File: config.mk
export PLATFORM = sky130hd
export DESIGN_NAME = spike_packet_encoder
export DESIGN_NICKNAME = d
export VERILOG_FILES = /design/src/rtl/neuron_core_pkg.sv /design/src/rtl/spike_fifo.sv /design/src/rtl/spike_packet_encoder.sv
export SDC_FILE = /design/constraint.sdc
export NUM_CORES = 1
export LEC_CHECK = 0
export CORE_UTILIZATION = 55
export DETAILED_ROUTE_END_ITERATION = 10
export GPL_TIMING_DRIVEN = 0
export HOLD_SLACK_MARGIN = 0.05
export PLACE_DENSITY = 0.73
export SYNTH_ARGS = -nofsm -noshare
export SYNTH_HDL_FRONTEND = slang
export SYNTH_SLANG_ARGS = --single-unit
File: constraint.sdc
create_clock -name clk_i -period 3.3 [get_ports clk_i]
set_input_delay 0.66 -clock clk_i [delete_from_list [all_inputs] [get_ports clk_i]]
set_output_delay 0.66 -clock clk_i [all_outputs]
set_load 0.05 [all_outputs]
File: src/rtl/neuron_core_pkg.sv
// Shared types and constants for the neuron core datapath.
package neuron_core_pkg;

  localparam int unsigned NEURON_IDX_W = 8;
  localparam int unsigned SPIKE_PKT_W  = NEURON_IDX_W + 1;
  localparam int unsigned EOF_BIT      = NEURON_IDX_W;

  typedef enum logic [1:0] {
    COLLECT,
    EOF_PEND,
    DRAIN
  } enc_state_e;

endpackage

File: src/rtl/spike_fifo.sv
// Synchronous FIFO with wrap-bit pointers; head is presented combinationally.
module spike_fifo #(
  parameter int unsigned DEPTH = 16,
  parameter int unsigned WIDTH = 9
) (
  input  logic             clk_i,
  input  logic             rst_ni,
  input  logic             push_i,
  input  logic [WIDTH-1:0] data_i,
  input  logic             pop_i,
  output logic [WIDTH-1:0] data_o,
  output logic             full_o,
  output logic             empty_o
);

  localparam int unsigned AW = $clog2(DEPTH);

  logic [AW:0]      wptr_q, rptr_q;
  logic [WIDTH-1:0] mem_q [DEPTH];
  logic             do_push, do_pop;

  assign full_o  = (wptr_q ^ rptr_q) == {1'b1, {AW{1'b0}}};
  assign empty_o = wptr_q == rptr_q;
  assign do_pop  = pop_i && !empty_o;
  // A push into a full FIFO is only legal when the head leaves in the same cycle.
  assign do_push = push_i && (!full_o || do_pop);
  assign data_o  = mem_q[rptr_q[AW-1:0]];

  always_ff @(posedge clk_i or negedge rst_ni) begin
    if (!rst_ni) begin
      wptr_q <= '0;
      rptr_q <= '0;
      for (int unsigned i = 0; i < DEPTH; i++) begin
        mem_q[i] <= '0;
      end
    end else begin
      if (do_push) begin
        mem_q[wptr_q[AW-1:0]] <= data_i;
        wptr_q                <= wptr_q + 1'b1;
      end
      if (do_pop) begin
        rptr_q <= rptr_q + 1'b1;
      end
    end
  end

endmodule

File: src/rtl/spike_packet_encoder.sv
// Queues spiking neuron indices and emits them, then an EOF packet, to the router.
// Optional SPIKE_COUNT_EN adds a per-frame spike counter output.
module spike_packet_encoder
  import neuron_core_pkg::*;
#(
  parameter int unsigned IDX_W = NEURON_IDX_W,
  parameter int unsigned DEPTH = 16,
  parameter int unsigned PKT_W = IDX_W + 1
) (
  input  logic             clk_i,
  input  logic             rst_ni,
  input  logic             neuron_valid_i,
  input  logic [IDX_W-1:0] neuron_idx_i,
  input  logic             spike_i,
  input  logic             frame_done_i,
  output logic             busy_o,
  output logic             pkt_valid_o,
  output logic [PKT_W-1:0] pkt_data_o,
  input  logic             pkt_ready_i,
  output logic             frame_end_o,
`ifdef SPIKE_COUNT_EN
  output logic [IDX_W:0]   spike_count_o,
`endif
  output logic             overflow_o
);

  enc_state_e       state_q, state_d;
  logic [IDX_W-1:0] drop_cnt_q, drop_cnt_d;
  logic             overflow_q, overflow_d;
  logic             fifo_push, fifo_full, fifo_empty, pop;
  logic [PKT_W-1:0] fifo_wdata;

  spike_fifo #(
    .DEPTH (DEPTH),
    .WIDTH (PKT_W)
  ) u_fifo (
    .clk_i   (clk_i),
    .rst_ni  (rst_ni),
    .push_i  (fifo_push),
    .data_i  (fifo_wdata),
    .pop_i   (pop),
    .data_o  (pkt_data_o),
    .full_o  (fifo_full),
    .empty_o (fifo_empty)
  );

  assign pkt_valid_o = !fifo_empty;
  assign pop         = pkt_valid_o && pkt_ready_i;
  assign overflow_o  = overflow_q;

  always_comb begin
    state_d     = state_q;
    drop_cnt_d  = drop_cnt_q;
    overflow_d  = overflow_q;
    fifo_push   = 1'b0;
    fifo_wdata  = {1'b0, neuron_idx_i};
    busy_o      = 1'b1;
    frame_end_o = 1'b0;
    unique case (state_q)
      COLLECT: begin
        busy_o = 1'b0;
        if (neuron_valid_i && spike_i) begin
          fifo_push = 1'b1;
          if (fifo_full && !pop) begin
            overflow_d = 1'b1;
            if (drop_cnt_q != '1) drop_cnt_d = drop_cnt_q + 1'b1;
          end
        end
        if (frame_done_i) state_d = EOF_PEND;
      end
      EOF_PEND: begin
        if (!fifo_full || pop) begin
          fifo_push  = 1'b1;
          fifo_wdata = {1'b1, drop_cnt_q};
          drop_cnt_d = '0;
          state_d    = DRAIN;
        end
      end
      DRAIN: begin
        // EOF is always the last entry, so its departure empties the FIFO.
        if (pop && pkt_data_o[IDX_W]) begin
          frame_end_o = 1'b1;
          state_d     = COLLECT;
        end
      end
      default: state_d = COLLECT;
    endcase
  end

  always_ff @(posedge clk_i or negedge rst_ni) begin
    if (!rst_ni) begin
      state_q    <= COLLECT;
      drop_cnt_q <= '0;
      overflow_q <= 1'b0;
    end else begin
      state_q    <= state_d;
      drop_cnt_q <= drop_cnt_d;
      overflow_q <= overflow_d;
    end
  end

`ifdef SPIKE_COUNT_EN
  logic [IDX_W:0] spike_cnt_q;

  always_ff @(posedge clk_i or negedge rst_ni) begin
    if (!rst_ni) begin
      spike_cnt_q <= '0;
    end else if (frame_end_o) begin
      spike_cnt_q <= '0;
    end else if (state_q == COLLECT && neuron_valid_i && spike_i) begin
      spike_cnt_q <= spike_cnt_q + 1'b1;
    end
  end

  assign spike_count_o = spike_cnt_q;
`endif

endmodule
Word-level counts from Yosys, hierarchy flattened
Cells that the tools add are included.

cells by class
  add/subtract/negate cells = 3
  $mul = 0
  div/mod/pow operators = 0
  magnitude comparators = 3
  eq/ne operators = 11
  shift operators = 0
  muxes and demuxes = 23
  bitwise logic cells = 3
  reduce and logical (&&, ||, !) cells = 17

operators with widths
  cell                                                                          count
  144-bit bitwise mux                                                           1
  9-bit two-way mux                                                             5
  9-bit binary-select mux with 4-bit select                                     1
  9-bit demux with 4-bit select                                                 1
  8-bit two-way mux                                                             4
  8-bit one-hot mux with 2 select lines                                         1
  2-bit != test, second input constant                                          6
  5-bit by 1-bit adder with 5-bit output, second input constant                 2
  5-bit greater-or-equal comparator, second input constant                      2
  4-bit inverter with 5-bit output                                              2
  8-bit by 1-bit adder with 8-bit output, second input constant                 1
  8-bit != test, second input constant                                          1
  1-bit logical AND                                                             7
  2-bit two-way mux                                                             3
  2-bit one-hot mux with 3 select lines                                         1
  3-bit AND reduction                                                           2
  5-bit == test                                                                 1
  5-bit == test, second input constant                                          1
  5-bit by 1-bit less-than comparator with 1-bit output, second input constant  1
  1-bit two-way mux                                                             5
  5-bit AND reduction                                                           1
  5-bit bitwise XOR                                                             1
  1-bit zero test                                                               3
  2-bit by 1-bit == test with 1-bit output, second input constant               1
  other kinds (5)                                                               6

word-level totals
  bits in registers = 165
  bits in latches = 0
  RAM bits = 0
  memory bits (read-only) = 0
  output and inout bits = 13
  memories = 0

Logic depth before layout (Yosys ltp)
Gate-level depths: netlist of the first run.

  word-level depth = 8
  mapped depth = 8

Hierarchy
A second synthesis of the first run with hierarchy kept.

unflattened totals
  cells, all modules = 567
  area total of the unflattened synthesis = 7,947.6 µm²

by module, submodules not included
  module                instances  cells an instance  area each (µm²)  seq. area each (µm²)
  spike_fifo            1          470                7,186.9          3,853.7
  spike_packet_encoder  1          97                 760.7            275.3

Worst setup path after synthesis of the first run
Ideal clock, no wire load.

  path type = reg2out
  start = reg u_fifo.rptr_q[1]
  end = out frame_end_o
  arrival = 3.230 ns
  required time = 2.640 ns
  setup slack = -0.590 ns
  stages on the path, launching flop included = 7
  path buffers = 1
  path through = dfrtp_1 > buf_1 > mux4_2 > mux2i_1 > mux2i_1 > nand2_1 > nor3b_1

between the ends
  word-level cells in the longest chain between the ends = 7
  elaborated cells between the ends (all ways) = 10
  classes of those cells = 1 x eq/ne; 5 x mux; 1 x bitwise; 3 x reduce/logical

RTL lines
  element                                                 line                        RTL
  start, declared                                         spike_fifo.sv:18            logic [AW:0] wptr_q, rptr_q;
  start signal, assigned                                  spike_fifo.sv:42            rptr_q <= rptr_q + 1'b1;
  4-bit inverter with 5-bit output (implied by the code)  spike_fifo.sv:27            assign data_o = mem_q[rptr_q[AW-1:0]];
  9-bit binary-select mux with 4-bit select               spike_fifo.sv:27
  9-bit two-way mux (implied by the code) (2 in series)   spike_fifo.sv:27
  named net pkt_data_o[8]                                 spike_packet_encoder.sv:18  output logic [PKT_W-1:0] pkt_data_o,
  1-bit logical AND                                       spike_packet_encoder.sv:81  if (pop && pkt_data_o[IDX_W]) begin
  1-bit two-way mux                                       spike_packet_encoder.sv:81
  1-bit two-way mux                                       spike_packet_encoder.sv:59  unique case (state_q)
  end, declared                                           spike_packet_encoder.sv:20  output logic frame_end_o,

The timed path passes the listed nets, and every way through them passes these cells. The select of a mux whose other input is x is not followed.

Worst setup path after layout of the first run
  start = reg u_fifo.rptr_q[0]
  end = out pkt_data_o[5]

between the ends
  word-level cells in the longest chain between the ends = 4

RTL lines
  element                                                 line
  4-bit inverter with 5-bit output (implied by the code)  spike_fifo.sv:27
  9-bit binary-select mux with 4-bit select               spike_fifo.sv:27
  9-bit two-way mux (implied by the code) (2 in series)   spike_fifo.sv:27
  end, declared                                           spike_packet_encoder.sv:18

Every way passes these cells. The select of a mux whose other input is x is not followed.

==> impl.org, run 1 <==
** Outcome
- Outcome :: finished clean

** Drt
- Final Routed Wirelength :: 19600 um
- The count of nets left with antenna violations once routing finished came out at 0.
- For this block, the via count after detailed routing is 5672.
- Before antenna repair, the detailed router went through 5 iterations.
- Count of unresolved DRC violations after routing :: 0
- Via-to-Cell Ratio :: 6.32
- After detailed routing, the average wire length per cell comes to 21.8 um.
- In this run, the number of DRC markers left after iteration 0 of detailed routing was 639.

** Final layout
- Net count of the finished layout :: 724
- In the final layout, the share of cells above drive strength 1 is 0.237.
- Once layout is complete, the utilization of the core stands at 0.647.
- Relative to the synthesized area, the layout overhead comes to 15.2%.

** Clocking
- Once the clock tree was built, the setup fixing pass inserted 0 buffers.
- TritonCTS built the clock tree.
- The tree is rooted in a clkbuf_16.
- In this run the deepest clock path goes through 2 buffers.
- Clock transition at the registers of the reported paths :: 0.06 ns
- The later pin in the worst-skew pair is clocked with a latency of 0.44 ns.
- The H-tree generated during clock tree synthesis spans 4 levels.
- The tree built by TritonCTS fans out to 165 sinks.
- Total CTS buffers :: 17
- Post-cts repair resize count :: 60
- CTS Hold Bufs :: 0

** Synthesis
- Each instance of the synthesized netlist takes up on average 11.8 um2.
- In this run, synthesis produced a sequential element count of 165.
- Synth Net Count :: 678
- Cell taking the most area after synthesis :: dfrtp_1
- The synthesized design contains 0 enable-type register cells.
- For this run, the leading register cell type out of synthesis is dfrtp_1.
- Leading cell types by total area after synthesis :: dfrtp_1 53%, mux4_2 13%, o21ai_0 8.2%
- Distinct cell type count after synthesis :: 45
- Sequential area share after synthesis :: 0.532
- Portion of synthesized cell area occupied by the leading cell type :: 0.532
- Summing every instance area after synthesis gives 7760 um2.
- Total number of yosys warnings :: 0
- Synth Instances :: 658
- Share of async-settable or async-resettable flops after synthesis :: 1.00

** Floorplanning
- The die is 121 um tall.
- Die Footprint :: 14600 um2
- Count of pins on the block boundary :: 27
- Number of rows created at floorplan :: 43
- Initial Utilization :: 0.561
- The total area inside the core boundary comes to 13800 um2.
- Horiz. Die Dim :: 121 um

** Setup path
- The worst register-to-register path has a setup slack of 0.51 ns.
- Largest fanout on the critical path :: 10
- STA classifies the critical path startpoint as a flop.
- The worst register-to-register path ends at u_fifo.mem_q[2].
- Data arrival time at the worst-slack endpoint :: 2.60 ns
- In this run the critical register-to-register path is launched from u_fifo.rptr_q[0].
- Worst Setup Path Type :: flop to output port
- STA puts the critical path data required time at 2.64 ns.
- Number of cells on the worst reg-to-reg path :: 6
- Critical path capture point type :: output port

** Pwr
- For this design the total switching power over the nets is 3.54 mW.
- Static leakage :: 3.89 nW
- The share of total power dissipated in the clock network is 0.235.
- Power share of the combinational group :: 0.411
- Of the total power, the share spent switching nets is 0.381.
- VDD sags by at most 0.000983 V.
- The internal portion of the total power is 5.75 mW.
- Sequential share of power :: 0.354
- In this run the power density over the cells is 1040 nW/um2.

** Global route
- The via count of the first global-routing pass was 5684.
- The total overflow left after global routing is 0.
- The first global-routing pass estimated 31500 um of wire.
- Overall track demand over capacity in global routing :: 0.297
- Antenna violations before repair :: 1
- Entering global routing, the biggest net connects 94 pins.

** STA
- Final worst-path cycle share :: 0.987
- Unrepaired setup endpoints after global routing :: no
- Highest clock frequency the design can meet :: 0.307 GHz
- Count of endpoints failing setup in the final report :: 0
- Min Hold Slack :: 0.323 ns
- The worst path in the final design needs a cycle of 3.26 ns, including I/O delays and setup.
- The final-report hold violation count was 0.
- Measured against its own limit, the worst slew margin works out to 0.430.
- Setup TNS :: 0 ns
- Worst Tran Pin Value :: 0.832 ns
- The number of slew-limit violations in the final report was 0.
- Across the routed clock network, the largest skew measured is 0.00730 ns.

** Flow run
- Max-cap viol count :: 0

** Place
- Half-perimeter wire length after placement :: 13300 um
- Buffers added on ports :: 26
- Gp weighted congestion :: 0.876

** Hold path
- Type of the most critical hold path :: input port to asynchronous set/reset pin
==> how the worst max path moves through the flow <==
stage,startpoint,endpoint,depth (start not counted)
2_1_floorplan,u_fifo.rptr_q[1],frame_end_o,6
3_3_place_gp,rst_ni,u_fifo.mem_q[14],1
3_5_place_dp,u_fifo.rptr_q[1],pkt_data_o[1],5
4_1_cts,u_fifo.rptr_q[1],pkt_data_o[7],4
5_1_grt,u_fifo.rptr_q[0],pkt_data_o[1],5
6_report,u_fifo.rptr_q[0],pkt_data_o[5],5
==> routing by layer <==
metal	routed length (um)	up-vias	share of wire	track usage
met1	7930	2899	0.40	0.398
met3	1430	51	0.073	0.0651
met2	9530	267	0.49	0.463
met5	0	-	0	0
met4	714	0	0.036	0.143
li1	-	2455	-	-
==> cell type report <==
| class | instances | area, um2 |
|---|---|---|
| fillers | 1007 | 4880 |
| repair buffers | 27 | 245 |
| diodes | 1 | 2.50 |
| multi-input cells | 441 | 3350 |
| clock inverters | 6 | 138 |
| clock buffers | 26 | 519 |
| inverters | 5 | 18.8 |
| plain buffers | 47 | 320 |
| well taps | 180 | 225 |
| flip-flops and latches | 165 | 4130 |
==> through the flow <==
step           worst slack [ns]  area (um2)  instances  power (mW)
2_1_floorplan             0.145        7770        658        5.99
6_report                 0.0425        8940        898        9.29
5_1_grt                  0.0141        8940        897        9.76
4_1_cts                  0.0299        8940        897        9.27
3_3_place_gp              -4.74        8260        864        6.96
3_5_place_dp             -0.609        8290        865        7.13
==> critical path, stage by stage (launching register included) <==
cell and delay [ns]:
dfrtp_2 0.43, buf_8 0.20, buf_6 0.21, mux4_2 0.57, mux4_2 0.51, buf_2 0.23
==> logic make-up (layout without fill, tap and decap cells) <==
family	Yosys count	count (layout)	share of synthesized area
muxes	57	57	0.147
and+or+nand+nor	184	184	0.103
other	0	1	0
xor gates and xnor gates	14	14	0.0168
adders and majority gates	6	6	0.00967
buffers and inverters	52	111	0.0382
DFF	165	165	0.532
AOI/OAI and AO/OA	180	180	0.153
==> cell usage after synthesis, types with 4 or more instances <==
cell / n
o21ai_2: 20
clkbuf_2: 8
o2111ai_2: 14
nand4_1: 4
buf_6: 7
a21oi_1: 7
dfrtp_1: 165
nand2_1: 151
mux2i_1: 9
xnor2_1: 10
ha_1: 6
o21ai_0: 127
nor2_1: 5
buf_4: 8
buf_2: 7
inv_1: 5
mux4_2: 44
clkbuf_1: 14
o31ai_1: 4
==> power by group through the flow <==
| stage | registers, mW | logic, mW | clock network, mW |
|---|---|---|---|
| after floorplan | 3.14 | 2.85 | 0 |
| after global placement | 3.24 | 3.72 | 0 |
| after detailed placement | 3.29 | 3.84 | 0 |
| after CTS | 3.27 | 3.80 | 2.20 |
| after global routing | 3.38 | 4.09 | 2.28 |
| final | 3.29 | 3.81 | 2.18 |
==> flip-flops by register name (all words and copies together) (netlist names) <==
register	count
state_q	2
drop_cnt_q	8
u_fifo.rptr_q	5
u_fifo.mem_q	144
overflow_o	1
u_fifo.wptr_q	5
==> layout by cell type, fill, tap and decap left out, types with 6 or more instances in the layout <==
cell type        Yosys  layout
buf_2                7      12
xnor2_1             10      10
clkbuf_16            0      17
mux4_2              44      44
clkbuf_2             8      10
o2111ai_2           14      14
ha_1                 6       6
a21oi_1              7       7
buf_4                8      10
buf_6                7       9
nand2_1            151     151
clkbuf_1            14      14
clkdlybuf4s50_1      0      14
o21ai_0            127     127
o21ai_2             20      20
dfrtp_1            165     164
mux2i_1              9       8
clkbuf_8             0       6
(Power assumes the default switching activity.)
==> run 2: changes to the inputs <==
- DONT_BUFFER_PORTS: unset -> 1
- PLACE_DENSITY: 0.73 -> 0.7
==> run 2 against run 1 <==
  * The flow now finishes with violations (hold timing)
  * First-iteration DRC count down 16%
  * Non-clock buffer count is 24 lower
  * Critical path depth rose by 1
  * Clock skew up 0.00063 ns
  * Sequential share of layout area rose by 1.8 points
  * Sequential power about the same
  * Die area did not move
  * Register-to-register slack worse by 0.10 ns
  * Largest power group unchanged
  * Wire length decreased by 2.6%
  * Utilization fell by 2.4 points
  * Total power shrank 5.0%
  * Worst hold slack lost 0.39 ns
==> impl.org, run 2 (synthesis results as in run 1) <==
** Pwr
- The net switching power figure was 3.48 mW (was 3.54 mW).
- Clk network pwr share :: 0.211 (was 0.235)
- Static leakage :: 3.72 nW (was 3.89 nW)
- The net switching share of the total power was 0.394 (was 0.381).
- The fraction of power consumed by sequential logic came to 0.373 (was 0.354).
- The internal power summed over all cells came to 5.34 mW (was 5.75 mW).
- Peak supply drop :: 0.000496 V (was 0.000983 V)
- Total power per unit cell area :: 1020 nW/um2 (was 1040 nW/um2)
- The proportion of power drawn by combinational gates came to 0.416 (was 0.411).

** Final layout
- Top library cells by usage in the layout, fill and taps aside :: 164 x dfrtp_1, 150 x nand2_1, 127 x o21ai_0 (was 164 x dfrtp_1, 151 x nand2_1, 127 x o21ai_0)
- Layout cells sized above 1 :: 0.237 (about the same)
- Filler Cells Inserted :: 1070 (was 1007)
- The number of flip-flops in the largest register came to 144 (unchanged).
- Leading registers by flop count: u_fifo.mem_q: 144 flops, drop_cnt_q: 8 flops (unchanged).
- Largest reg by FF count :: u_fifo.mem_q (unchanged)
- The final net count came to 700 (was 724).
- Combined area of the multi-input logic cells :: 3370 um2 (was 3350 um2)
- The most common cell after layout, fill and taps aside is dfrtp_1 (unchanged).
- Total area of sequential cells :: 4130 um2 (unchanged)
- The final antenna diode count came to 0 (was 1).
- The layout overhead on the synthesized area is 11.0% (was 15.2%).

** Drt
- The count of unresolved DRC violations after routing was 0 (unchanged).
- First-pass DRT Iterations :: 5 (unchanged)
- The number of routed nets with antenna violations came to 0 (unchanged).
- DRC violation total after the first TritonRoute iteration :: 539 (was 639)
- Final Routed Wirelength :: 19100 um (was 19600 um)
- Average routed wire per standard cell :: 21.9 um (was 21.8 um)
- The via-per-instance ratio came to 6.25 (was 6.32).
- Vias after detailed routing :: 5440 (was 5672)

** Global route
- GR Overflow Total :: 0 (unchanged)
- Overall track demand over capacity in global routing :: 0.287 (was 0.297)
- Number of global-route vias before repair :: 5499 (was 5684)
- The global-route wire length before repair is 30500 um (was 31500 um).
- Pin count of the biggest net entering global routing :: 166 (was 94)
- Antenna violations before repair :: 0 (was 1)

** Place
- Half-perimeter wire length after placement :: 13000 um (was 13300 um)
- Buffers added on ports :: 0 (was 26)
- Placement Setup Slack :: -0.396 ns (was -0.609 ns)
- Gp weighted congestion :: 0.820 (was 0.876)

** STA
- The maximum clock frequency is 0.304 GHz (was 0.307 GHz).
- Unrepaired setup endpoints after global routing :: yes (was no)
- Final worst-path cycle share :: 0.998 (was 0.987)
- The worst hold slack after final layout came to -0.0677 ns (was 0.323 ns).
- The setup clock skew after layout came to 0.00793 ns (was 0.00730 ns).
- The worst-case setup margin in the final layout was 0.00563 ns (was 0.0425 ns).
- The post-route minimum period was 3.29 ns (was 3.26 ns).
- The transition time at the pin with the least slew margin was 0.854 ns (was 0.832 ns).
- Setup TNS :: 0 ns (unchanged)
- The total of endpoints with negative setup slack in the final report was 0 (unchanged).
- Max-slew violations :: 0 (unchanged)
- Number of failing hold endpoints at the final stage :: 165 (was 0)
- The headroom to the max-slew limit is 0.430 (about the same).

** Hold path
- Type of the most critical hold path :: input port to asynchronous set/reset pin (unchanged)

** Setup path
- The largest stage delay on the critical path came to 0.54 ns (was 0.57 ns).
- Delay-heaviest family, CP :: multiplexers (unchanged)
- Number of buffers and inverters on the critical path :: 1 (was 3)
- The kind of critical path is flop to output port (unchanged).
- Cell with the biggest individual delay on the critical path :: nor3b_4 (was mux4_2)
- The capturing element type of the critical path was an output port (unchanged).
- Ordered cell list for the critical path :: buf_12 > mux4_2 > mux2i_2 > mux2i_4 > nand2_2 > nor3b_4 (was buf_8 > buf_6 > mux4_2 > mux4_2 > buf_2)
- Largest fanout on the critical path :: 7 (was 10)
- The launch point of the worst reg-to-reg path was u_fifo.rptr_q[0] (unchanged).
- Worst Setup SP :: u_fifo.rptr_q[0] (unchanged)
- Data arrival time at the worst-slack endpoint :: 2.63 ns (was 2.60 ns)
- The critical path launch point type is a flop (unchanged).
- Data required, critical path :: 2.64 ns (about the same)

** Floorplanning
- The number of placement rows is 43 (unchanged).
- Horiz. Die Dim :: 121 um (unchanged)
- The area of the core region is 13800 um2 (unchanged).
- Count of pins on the block boundary :: 27 (unchanged)
- The height of the die was 121 um (unchanged).
- The full die area is 14600 um2 (unchanged).
- Initial Utilization :: 0.561 (unchanged)

** Clocking
- The TritonCTS sink count came to 165 (unchanged).
- The clock transition at the register clock pins on the worst setup and hold paths after CTS came to 0.06 ns (about the same).
- CTS HTree Levels :: 4 (unchanged)
- The CTS tree is done (unchanged).
- The clock buffer count from CTS is 17 (unchanged).
- Root cell of the clock tree :: clkbuf_16 (unchanged)
- The clock insertion delay at the later pin of the skew report was 0.43 ns (was 0.44 ns).
- The clock tree buffer depth is 2 (unchanged).

** Flow run
- The count of max-cap constraint violations was 0 (unchanged).

** Outcome
- Outcome :: finished with violations (was finished clean)
- Violated checks :: hold timing
[run 2: cell count changes in the layout (fill, tap and decap cells not counted), sizes merged]
cell and delta:
clkinvlp +1, dlymetal6s2s -1, buf -7, clkinv +4
dlygate4sd2 -1, clkdlybuf4s50 -14, inv +1, bufinv -3
clkbuf -6, diode -1
[run 2: timing repair]
action	CTS	global route
setup endpoints to repair	9	9
endpoints found under the hold margin	165	165
pin swaps	2	2
gates resized for setup	15	7
buffers inserted	1	3
[run 2: final timing paths]
| kind | slack (ns) | cells past startpoint | endpoint |
|---|---|---|---|
| worst max-delay path | 0.006 | 6 | frame_end_o |
| worst min-delay path | -0.07 | 0 | overflow_o |
| worst max register to register | 0.41 | 7 | u_fifo.mem_q[94] |
| worst min register to register | 0.48 | 2 | u_fifo.mem_q[15] |
| max in group asynchronous | 3.15 | 0 | u_fifo.mem_q[3] |
| min in group clk_i | 0.39 | 2 | state_q[0] |
[run 2: cell type report]
cell class | instances | share of cell area
flip-flops and latches | 165 | 0.479
multi-input cells | 441 | 0.391
clock buffers | 21 | 0.0534
plain buffers | 46 | 0.0347
well taps | 180 | 0.0261
clock inverters | 9 | 0.00930
repair buffers | 4 | 0.00349
inverters | 5 | 0.00218
[run 2: metal layers]
metal | vias to the layer above | track usage | part of all wire | routed length (um)
met5 | - | 0 | 0 | 0
met4 | 0 | 0.120 | 0.033 | 626
met3 | 42 | 0.0792 | 0.070 | 1330
met2 | 209 | 0.449 | 0.49 | 9440
met1 | 2783 | 0.379 | 0.40 | 7700
li1 | 2406 | - | - | -
[run 2: worst reg2reg max path: stages (launching register included)]
cell	delay (ns)
dfrtp_2	0.45
buf_4	0.15
xnor2_1	0.27
nand4_4	0.24
o21ai_4	0.37
mux2i_1	0.64
clkbuf_1	0.46
o21ai_0	0.18
[run 2: metrics by stage]
step | instances | cell area, um2 | total power [mW] | util | hold WS, ns
final | 871 | 8610 | 8.82 | 0.623 | -0.0677
after detailed placement | 838 | 8000 | 6.87 | 0.578 | 0.372
after floorplan | 658 | 7770 | 5.99 | - | 0.364
after global placement | 838 | 8000 | 6.69 | 0.578 | 0.373
after global routing | 871 | 8610 | 9.27 | 0.623 | -0.0878
after CTS | 869 | 8580 | 8.78 | 0.621 | -0.0862
[run 2: power by group through the flow]
stage | registers, mW | logic (mW) | clock network [mW]
6_report | 3.29 | 3.67 | 1.86
5_1_grt | 3.38 | 3.95 | 1.94
4_1_cts | 3.27 | 3.63 | 1.88
3_5_place_dp | 3.29 | 3.57 | 0
3_3_place_gp | 3.23 | 3.47 | 0
2_1_floorplan | 3.14 | 2.85 | 0
==> run 3: changes to the inputs <==
- ABC_AREA: unset -> 0
- CTS_CLUSTER_SIZE: unset -> 20
==> results of run 3 <==
Final layout, timing and power as in run 2 (identical DEF).
